[src/rtl/buttfly_sched_if.sv]
// Stream and butterfly-operand bundle for the butterfly scheduler.
// The slave modport is the scheduler's view; master is the surrounding datapath.
interface buttfly_sched_if #(
    parameter int DATA_W = 16,
    parameter int N      = 8
);
    localparam int IDX_W = $clog2(N / 2);

    logic              in_valid;
    logic              in_ready;
    logic [DATA_W-1:0] in_data;
    logic [DATA_W-1:0] bf_in_0;
    logic [DATA_W-1:0] bf_in_1;
    logic [DATA_W:0]   bf_res_0;
    logic [DATA_W:0]   bf_res_1;
    logic              out_valid;
    logic              out_ready;
    logic [DATA_W:0]   out_res_0;
    logic [DATA_W:0]   out_res_1;
    logic [IDX_W-1:0]  out_idx;
    logic              busy;
    logic              block_done;

    modport slave (
        input  in_valid, in_data, bf_res_0, bf_res_1, out_ready,
        output in_ready, bf_in_0, bf_in_1, out_valid, out_res_0, out_res_1,
               out_idx, busy, block_done
    );

    modport master (
        output in_valid, in_data, bf_res_0, bf_res_1, out_ready,
        input  in_ready, bf_in_0, bf_in_1, out_valid, out_res_0, out_res_1,
               out_idx, busy, block_done
    );
endinterface

[src/rtl/buttfly_sched.sv]
// Buffers a block of N samples, then feeds pairs (x[k], x[k+N/2]) through one
// shared external butterfly and registers each result pair behind valid/ready.
module buttfly_sched #(
    parameter int DATA_W = 16,
    parameter int N      = 8
) (
    input  logic           clk,
    input  logic           rst_n,
    buttfly_sched_if.slave bus
);
    localparam int IDX_W = $clog2(N / 2);
    localparam int CNT_W = $clog2(N);

    localparam logic [1:0] S_FILL  = 2'd0;
    localparam logic [1:0] S_RUN   = 2'd1;
    localparam logic [1:0] S_DRAIN = 2'd2;

    logic [1:0]        r_state;
    logic [CNT_W-1:0]  r_wcnt;
    logic [IDX_W-1:0]  r_k;
    logic [DATA_W-1:0] r_mem [N];
    logic              r_out_valid;
    logic [DATA_W:0]   r_out_res_0;
    logic [DATA_W:0]   r_out_res_1;
    logic [IDX_W-1:0]  r_out_idx;
    logic              r_block_done;

    logic              w_run;
    logic              w_in_ready;
    logic              w_accept;
    logic              w_fire;
    logic              w_out_hs;
    logic              w_wcnt_last;
    logic              w_k_last;
    logic [CNT_W-1:0]  w_lo_addr;
    logic [CNT_W-1:0]  w_hi_addr;

    assign w_run       = (r_state == S_RUN);
    assign w_in_ready  = (r_state == S_FILL);
    assign w_accept    = w_in_ready && bus.in_valid;
    assign w_fire      = w_run && (!r_out_valid || bus.out_ready);
    assign w_out_hs    = r_out_valid && bus.out_ready;
    assign w_wcnt_last = (r_wcnt == {CNT_W{1'b1}});
    assign w_k_last    = (r_k == {IDX_W{1'b1}});

    // N/2 is a power of two, so the upper half of the buffer is just the MSB set.
    assign w_lo_addr = {1'b0, r_k};
    assign w_hi_addr = {1'b1, r_k};

    always_ff @(posedge clk) begin
        if (w_accept) begin
            r_mem[r_wcnt] <= bus.in_data;
        end
    end

    assign bus.bf_in_0    = w_run ? r_mem[w_lo_addr] : '0;
    assign bus.bf_in_1    = w_run ? r_mem[w_hi_addr] : '0;
    assign bus.in_ready   = w_in_ready;
    assign bus.busy       = (r_state == S_RUN) || (r_state == S_DRAIN);
    assign bus.out_valid  = r_out_valid;
    assign bus.out_res_0  = r_out_res_0;
    assign bus.out_res_1  = r_out_res_1;
    assign bus.out_idx    = r_out_idx;
    assign bus.block_done = r_block_done;

    always_ff @(posedge clk or negedge rst_n) begin
        if (!rst_n) begin
            r_state      <= S_FILL;
            r_wcnt       <= '0;
            r_k          <= '0;
            r_out_valid  <= 1'b0;
            r_out_res_0  <= '0;
            r_out_res_1  <= '0;
            r_out_idx    <= '0;
            r_block_done <= 1'b0;
        end else begin
            r_block_done <= 1'b0;
            case (r_state)
                S_FILL: begin
                    if (w_accept) begin
                        r_wcnt <= r_wcnt + CNT_W'(1);
                        if (w_wcnt_last) begin
                            r_wcnt  <= '0;
                            r_k     <= '0;
                            r_state <= S_RUN;
                        end
                    end
                end
                S_RUN: begin
                    // Accept and reload share a cycle, so out_valid stays high at full rate.
                    if (w_fire) begin
                        r_out_res_0 <= bus.bf_res_0;
                        r_out_res_1 <= bus.bf_res_1;
                        r_out_idx   <= r_k;
                        r_out_valid <= 1'b1;
                        r_k         <= r_k + IDX_W'(1);
                        if (w_k_last) begin
                            r_state <= S_DRAIN;
                        end
                    end
                end
                S_DRAIN: begin
                    if (w_out_hs) begin
                        r_out_valid  <= 1'b0;
                        r_block_done <= 1'b1;
                        r_state      <= S_FILL;
                    end
                end
                default: begin
                    r_state <= S_FILL;
                end
            endcase
        end
    end
endmodule

[src/flat_wrapper.sv]
// flat-port wrapper written by rule: the top's interface ports become plain ports
module buttfly_sched_flat 
#(
    parameter int DATA_W = 16,
    parameter int N      = 8
)
  (clk, rst_n, bus_in_valid, bus_in_data, bus_bf_res_0, bus_bf_res_1, bus_out_ready, bus_in_ready, bus_bf_in_0, bus_bf_in_1, bus_out_valid, bus_out_res_0, bus_out_res_1, bus_out_idx, bus_busy, bus_block_done);
  buttfly_sched_if #(.DATA_W(DATA_W), .N(N)) bus_i ();
  input  logic clk;
  input  logic rst_n;
  input wire logic [$bits(bus_i.in_valid)-1:0] bus_in_valid;
  input wire logic [$bits(bus_i.in_data)-1:0] bus_in_data;
  input wire logic [$bits(bus_i.bf_res_0)-1:0] bus_bf_res_0;
  input wire logic [$bits(bus_i.bf_res_1)-1:0] bus_bf_res_1;
  input wire logic [$bits(bus_i.out_ready)-1:0] bus_out_ready;
  output wire logic [$bits(bus_i.in_ready)-1:0] bus_in_ready;
  output wire logic [$bits(bus_i.bf_in_0)-1:0] bus_bf_in_0;
  output wire logic [$bits(bus_i.bf_in_1)-1:0] bus_bf_in_1;
  output wire logic [$bits(bus_i.out_valid)-1:0] bus_out_valid;
  output wire logic [$bits(bus_i.out_res_0)-1:0] bus_out_res_0;
  output wire logic [$bits(bus_i.out_res_1)-1:0] bus_out_res_1;
  output wire logic [$bits(bus_i.out_idx)-1:0] bus_out_idx;
  output wire logic [$bits(bus_i.busy)-1:0] bus_busy;
  output wire logic [$bits(bus_i.block_done)-1:0] bus_block_done;
  assign bus_i.in_valid = bus_in_valid;
  assign bus_i.in_data = bus_in_data;
  assign bus_i.bf_res_0 = bus_bf_res_0;
  assign bus_i.bf_res_1 = bus_bf_res_1;
  assign bus_i.out_ready = bus_out_ready;
  assign bus_in_ready = bus_i.in_ready;
  assign bus_bf_in_0 = bus_i.bf_in_0;
  assign bus_bf_in_1 = bus_i.bf_in_1;
  assign bus_out_valid = bus_i.out_valid;
  assign bus_out_res_0 = bus_i.out_res_0;
  assign bus_out_res_1 = bus_i.out_res_1;
  assign bus_out_idx = bus_i.out_idx;
  assign bus_busy = bus_i.busy;
  assign bus_block_done = bus_i.block_done;
  buttfly_sched #(.DATA_W(DATA_W), .N(N)) u_core (.clk(clk), .rst_n(rst_n), .bus(bus_i));
endmodule
[config.mk]
export PLATFORM = sky130hd
export DESIGN_NAME = buttfly_sched_flat
export DESIGN_NICKNAME = d
export VERILOG_FILES = /design/src/rtl/buttfly_sched_if.sv /design/src/rtl/buttfly_sched.sv /design/src/flat_wrapper.sv
export SDC_FILE = /design/constraint.sdc
export NUM_CORES = 1
export LEC_CHECK = 0
export ABC_AREA = 0
export BUFFER_PORTS_ARGS = -buffer_cell sky130_fd_sc_hd__clkbuf_2
export CORE_ASPECT_RATIO = 1.4
export CORE_UTILIZATION = 55
export CTS_CLUSTER_DIAMETER = 60
export DETAILED_ROUTE_END_ITERATION = 7
export PLACE_DENSITY_LB_ADDON = 0.1
export SYNTH_ARGS = -nofsm -noshare
export SYNTH_HDL_FRONTEND = slang
export SYNTH_SLANG_ARGS = --single-unit
[constraint.sdc]
create_clock -name clk -period 4.1 [get_ports clk]
set_input_delay 0.615 -clock clk [delete_from_list [all_inputs] [get_ports clk]]
set_output_delay 0.615 -clock clk [all_outputs]
set_load 0.01 [all_outputs]
* Yosys cells after proc, flatten, opt, wreduce, memory -nomap -nowiden *
Memories as Yosys holds them, arrays and structs flattened.
Index checks and enable logic that the tools add are counted.

storage, ports and cells
  memories kept = 1
  logic and storage cells = 54
  flip-flop bits (word level) = 45
  bits in writable memories = 128
  bits of input ports = 54

memories
  name          words  bits a word  rd ports  clocked after memory_dff  write ports  line                 text
  u_core.r_mem  8      16           2         0                         1            buttfly_sched.sv:21  logic [DATA_W-1:0] r_mem [N];

cells by class
  mux-type cells = 20
  equal/unequal tests = 9
  reduce and logical (&&, ||, !) cells = 14
  add/subtract/negate cells = 2

operators with widths
  cell                                                                      number
  16-bit two-way mux                                                        2
  2-bit two-way mux                                                         8
  2-bit inequality test (second input constant)                             4
  1-bit two-way mux                                                         6
  2-bit case mux with 3 select lines                                        1
  5-bit AND reduction                                                       1
  2-bit equality test (second input constant)                               2
  2-bit case mux with 2 select lines                                        1
  2-bit AND reduction                                                       2
  4-bit AND reduction                                                       1
  2-bit nonzero test                                                        2
  3-bit by 1-bit adder with 3-bit output (second input constant)            1
  3-bit equality test (second input constant)                               1
  1-bit logical AND                                                         3
  3-bit two-way mux                                                         1
  3-bit AND reduction                                                       1
  2-bit by 1-bit adder with 2-bit output (second input constant)            1
  2-bit by 1-bit equality test with 1-bit output (second input constant)    1
  2-bit zero test                                                           1
  1-bit logical OR                                                          2
  2-bit by 1-bit inequality test with 1-bit output (second input constant)  1
  1-bit case mux with 2 select lines                                        1
  1-bit zero test                                                           1

* Longest topological paths before layout *
  word-level depth = 5
  mapped depth = 6

* Worst setup path after synthesis *
No wires, ideal clock.

  kind = flip-flop to flip-flop
  start = register u_core.r_state[0]
  end = memory u_core.r_mem[0][0], enable pin
  path slack = 1.115 ns
  clock period less this slack = 2.985 ns
  cell stages (with the launch flop) = 5
  library setup time = 0.430 ns
  arrival = 2.554 ns
  path through = dfrtp_1 -> inv_1 -> ha_1 -> nand2_1 -> nor4_1

on the way
  longest elaborated chain between the ends = 4

RTL lines
  item                                     line                 text
  from (decl)                              buttfly_sched.sv:18  logic [1:0] r_state;
  from (signal assigned)                   buttfly_sched.sv:68  r_state <= S_FILL;
  from (signal assigned)                   buttfly_sched.sv:85  r_state <= S_RUN;
  from (signal assigned)                   buttfly_sched.sv:98  r_state <= S_DRAIN;
  2-bit zero test                          buttfly_sched.sv:39  assign w_in_ready = (r_state == S_FILL);
  via bus_in_ready                         flat_wrapper.sv:16   output wire logic [$bits(bus_i.in_ready)-1:0] bus_in_ready;
  1-bit logical AND                        buttfly_sched.sv:40  assign w_accept = w_in_ready && bus.in_valid;
  1-bit two-way mux                        buttfly_sched.sv:51  if (w_accept) begin
  1-bit two-way mux (implied by the code)  buttfly_sched.sv:52  r_mem[r_wcnt] <= bus.in_data;
  to (decl)                                buttfly_sched.sv:21

The timed path passes the listed nets, and every way through them passes these cells.

* Worst setup path in the final report *
  start = register u_core.r_k[0]
  end = output port bus_bf_in_0[11]

on the way
  longest elaborated chain between the ends = 2

RTL lines
  item                    line                 text
  from (decl)             buttfly_sched.sv:20  logic [IDX_W-1:0] r_k;
  from (signal assigned)  buttfly_sched.sv:96  r_k <= r_k + IDX_W'(1);
  memory 8 x 16 bit       n/a
  16-bit two-way mux      buttfly_sched.sv:56  assign bus.bf_in_0 = w_run ? r_mem[w_lo_addr] : '0;
  to (decl)               flat_wrapper.sv:17   output wire logic [$bits(bus_i.bf_in_0)-1:0] bus_bf_in_0;

Every way passes these cells.

==> metrics.md <==
| Metric | Value |
|---|---|
| PD cells | 671 nW/um^2 |
| Drc violations | 0 |
| DR WL/cell | 18.6 um |
| Core area | 11900 um^2 |
| Die area | 12800 um^2 |
| # setup viols final | 0 |
| Commonest non-fill, non-tap cells in the layout | 128 x edfxtp_1, 125 x clkbuf_2, 44 x dfrtp_1 |
| Post-CTS sizing | 0 |
| CTS root buf | clkbuf_16 |
| Worst hold margin | 0.395 ns |
| Most used DFF post-synth | edfxtp_1 |
| Maximum clock path buffer count | 2 |
| Multi-input logic area | 1710 um^2 |
| PnR Total Power | 5.45 mW |
| RSZ-0062 raised after global routing | no |
| ANT nets after route | 0 |
| Vias in the first global route | 3516 |
| Comb power frac | 28.1% |
| EDFF count, synth | 128 |
| Tmin final | 2.86 ns |
| Gr usage total | 20.0% |
| Initial antenna violation count | 0 |
| Via count | 3553 |
| Critical-path cell list | buf_4 -> mux4_1 -> and2_1 -> clkbuf_2 |
| Max-Cap Viols | 0 |
| Remaining global-route overflow | 0 |
| PnR worst setup slack | 1.24 ns |
| CTS Sinks | 173 |
| P_leak | 3.13 nW |
| Post-Layout Cell Count | 641 |
| Status | completed |
| FILL cells | 812 |
| Die Wd | 95.9 um |
| CP Class | flop to output port |
| Hold buffer count at CTS | 0 |
| Largest net degree at the start of global routing | 46 |
| Switching pwr | 1.58 mW |
| Post-Place Cell Area | 7580 um^2 |
| # H-tree levels | 4 |
| Setup Fix Bufs, Post-CTS | 0 |
| Vias per inst | 5.54 |
| Global-route wire length before repair | 18100 um |
| Sum Neg Setup Slack | 0 ns |
| Layout area overhead | 19.5% |
| Synth Net Count | 402 |
| CTS tree | yes |
| Net Sw Frac | 28.9% |
| Most common cell after layout, fill and taps aside | edfxtp_1 |
| Setup slack, reg-to-reg | 1.63 ns |
| DR iter-0 viols | 205 |
| Hold Fails Final Rpt | 0 |
| Synthesized area per cell | 19.9 um^2 |
| Fmax achieved | 350 MHz |
| Slew Viols, Final | 0 |
| Sequential fraction of the synthesis area | 73.1% |
| Critical path's slowest cell | mux4_1 |
| Ant diodes | 0 |
| Worst clock skew | 0.00623 ns |
| Unique masters post-synth | 31 |
| Final clock period utilization by the worst path | 69.7% |
| Clk pwr share | 26.8% |
| Sequential power share | 45.2% |
| Startpoint Class | flop |
| Yosys warns | 0 |
| Post-place setup slack | 1.62 ns |
| Fin nets | 541 |
| DP Wirelength | 7800 um |
| Worst hold path class | primary input to async pin |
| Fin area | 8120 um^2 |
| Worst EP required | 3.48 ns |
| Max_slew headroom | 27.6% |
| Worst-path fanout max | 37 |
| Synth Register Bits | 173 |
| Initial core utilization | 56.9% |
| Int Pwr | 3.87 mW |
| Worst slew pin tran | 1.09 ns |
| VDD IR-drop max | 352 uV |
| Finished Core Util | 68.0% |
| GP Congestion | 0.698 |
| Cell Area, Synth | 6790 um^2 |
| FP Rows | 47 |
| Worst path max stage delay | 0.63 ns |
| Router iterations before antenna repair | 4 |
| Placed Cells | 609 |
| IO Count | 126 |
| Buffers on Ports | 125 |
| Worst EP arrival | 2.24 ns |
| Ys async rst share | 26.0% |
| Fraction of layout cells with a size suffix above 1 | 48.4% |
| Drt total wl | 11900 um |
| Post-Syn Instances | 342 |
| CTS clk-pin slew, worst paths | 0.06 ns |
| Seq. cell area | 4970 um^2 |
| Critical Path End Type | output port |
| TritonCTS Buffers | 17 |
| Clock latency on the worst-skew pair | 0.42 ns |
| Chip Height | 134 um |
[sequential cells by signal, indices dropped and copies added (netlist names)]
name and count:
u_core.bus.out_res_1 17, u_core.r_mem 128, u_core.bus.out_valid 1, u_core.r_wcnt 3
u_core.r_state 2, u_core.r_k 2, u_core.bus.block_done 1, u_core.bus.out_res_0 17
u_core.bus.out_idx 2
[critical path, delay by kind of cell, from the launching register on]
kind          cells  cell delay, ns
simple gates      1            0.18
flops             1            0.34
mux               1            0.63
buf+inv           2            0.67
[area by class of cell]
type	instances	area share (%)
clock buffers	21	5.43
flip-flops and latches	173	61.2
clock inverters	11	1.17
repair buffers	135	8.63
inverters	4	0.185
multi-input cells	150	21.1
well taps	147	2.27
[power groups by stage]
| stage | sequential, mW | clock [mW] | combinational, mW |
|---|---|---|---|
| floorplan | 2.54 | 0 | 0.991 |
| global placement | 2.48 | 0 | 1.54 |
| detailed placement | 2.50 | 0 | 1.57 |
| CTS | 2.46 | 1.48 | 1.57 |
| global route | 2.51 | 1.55 | 1.69 |
| finish | 2.46 | 1.46 | 1.53 |
[routing by layer]
layer | GRT usage (%) | vias up | wire length (um)
li1 | - | 1612 | -
met1 | 25.3 | 1788 | 4870
met2 | 33.1 | 139 | 6070
met3 | 5.37 | 14 | 788
met4 | 6.88 | 0 | 172
met5 | 0 | - | 0
[final timing paths]
check                                            to                      from  depth (start not counted)
min reg2reg                u_core.bus.out_res_1[16]  u_core.bus.out_res_1[16]                          1
max reg2reg                     u_core.r_mem[1][14]         u_core.r_state[0]                          5
min                                u_core.r_wcnt[2]                     rst_n                          1
max in group asynchronous             u_core.r_k[0]                     rst_n                          1
max                                 bus_bf_in_0[11]             u_core.r_k[0]                          4
min in group clk            u_core.bus.out_res_0[3]           bus_bf_res_0[3]                          2
[logic make-up after synthesis]
kind of cell | Yosys count | share of synthesized area, %
simple gates | 60 | 5.01
mux | 70 | 17.1
flops | 173 | 73.1
fa+ha+maj | 6 | 1.10
compound gates | 14 | 1.45
buf+inv | 19 | 2.15
[synth_stat cells (2+ instances only)]
cell type  count  area share (%)
a21boi_0       2            0.22
and2_1        32             2.9
buf_12         2            0.59
buf_2          4            0.29
buf_6          5            0.83
clkbuf_1       4            0.22
dfrtp_1       45              17
edfxtp_1     128              57
ha_1           6             1.1
inv_1          4            0.22
mux2_2        38             6.3
mux4_1         4             1.5
mux4_2        28             9.3
nand2_1        5            0.28
nand2b_1       3            0.28
nand3_1        4            0.29
nor2_1         5            0.28
nor3_1         5            0.37
nor4_1         2            0.18
o211ai_1       2            0.22
o21ai_0        4            0.29
Power figures use the tool's default switching activity.
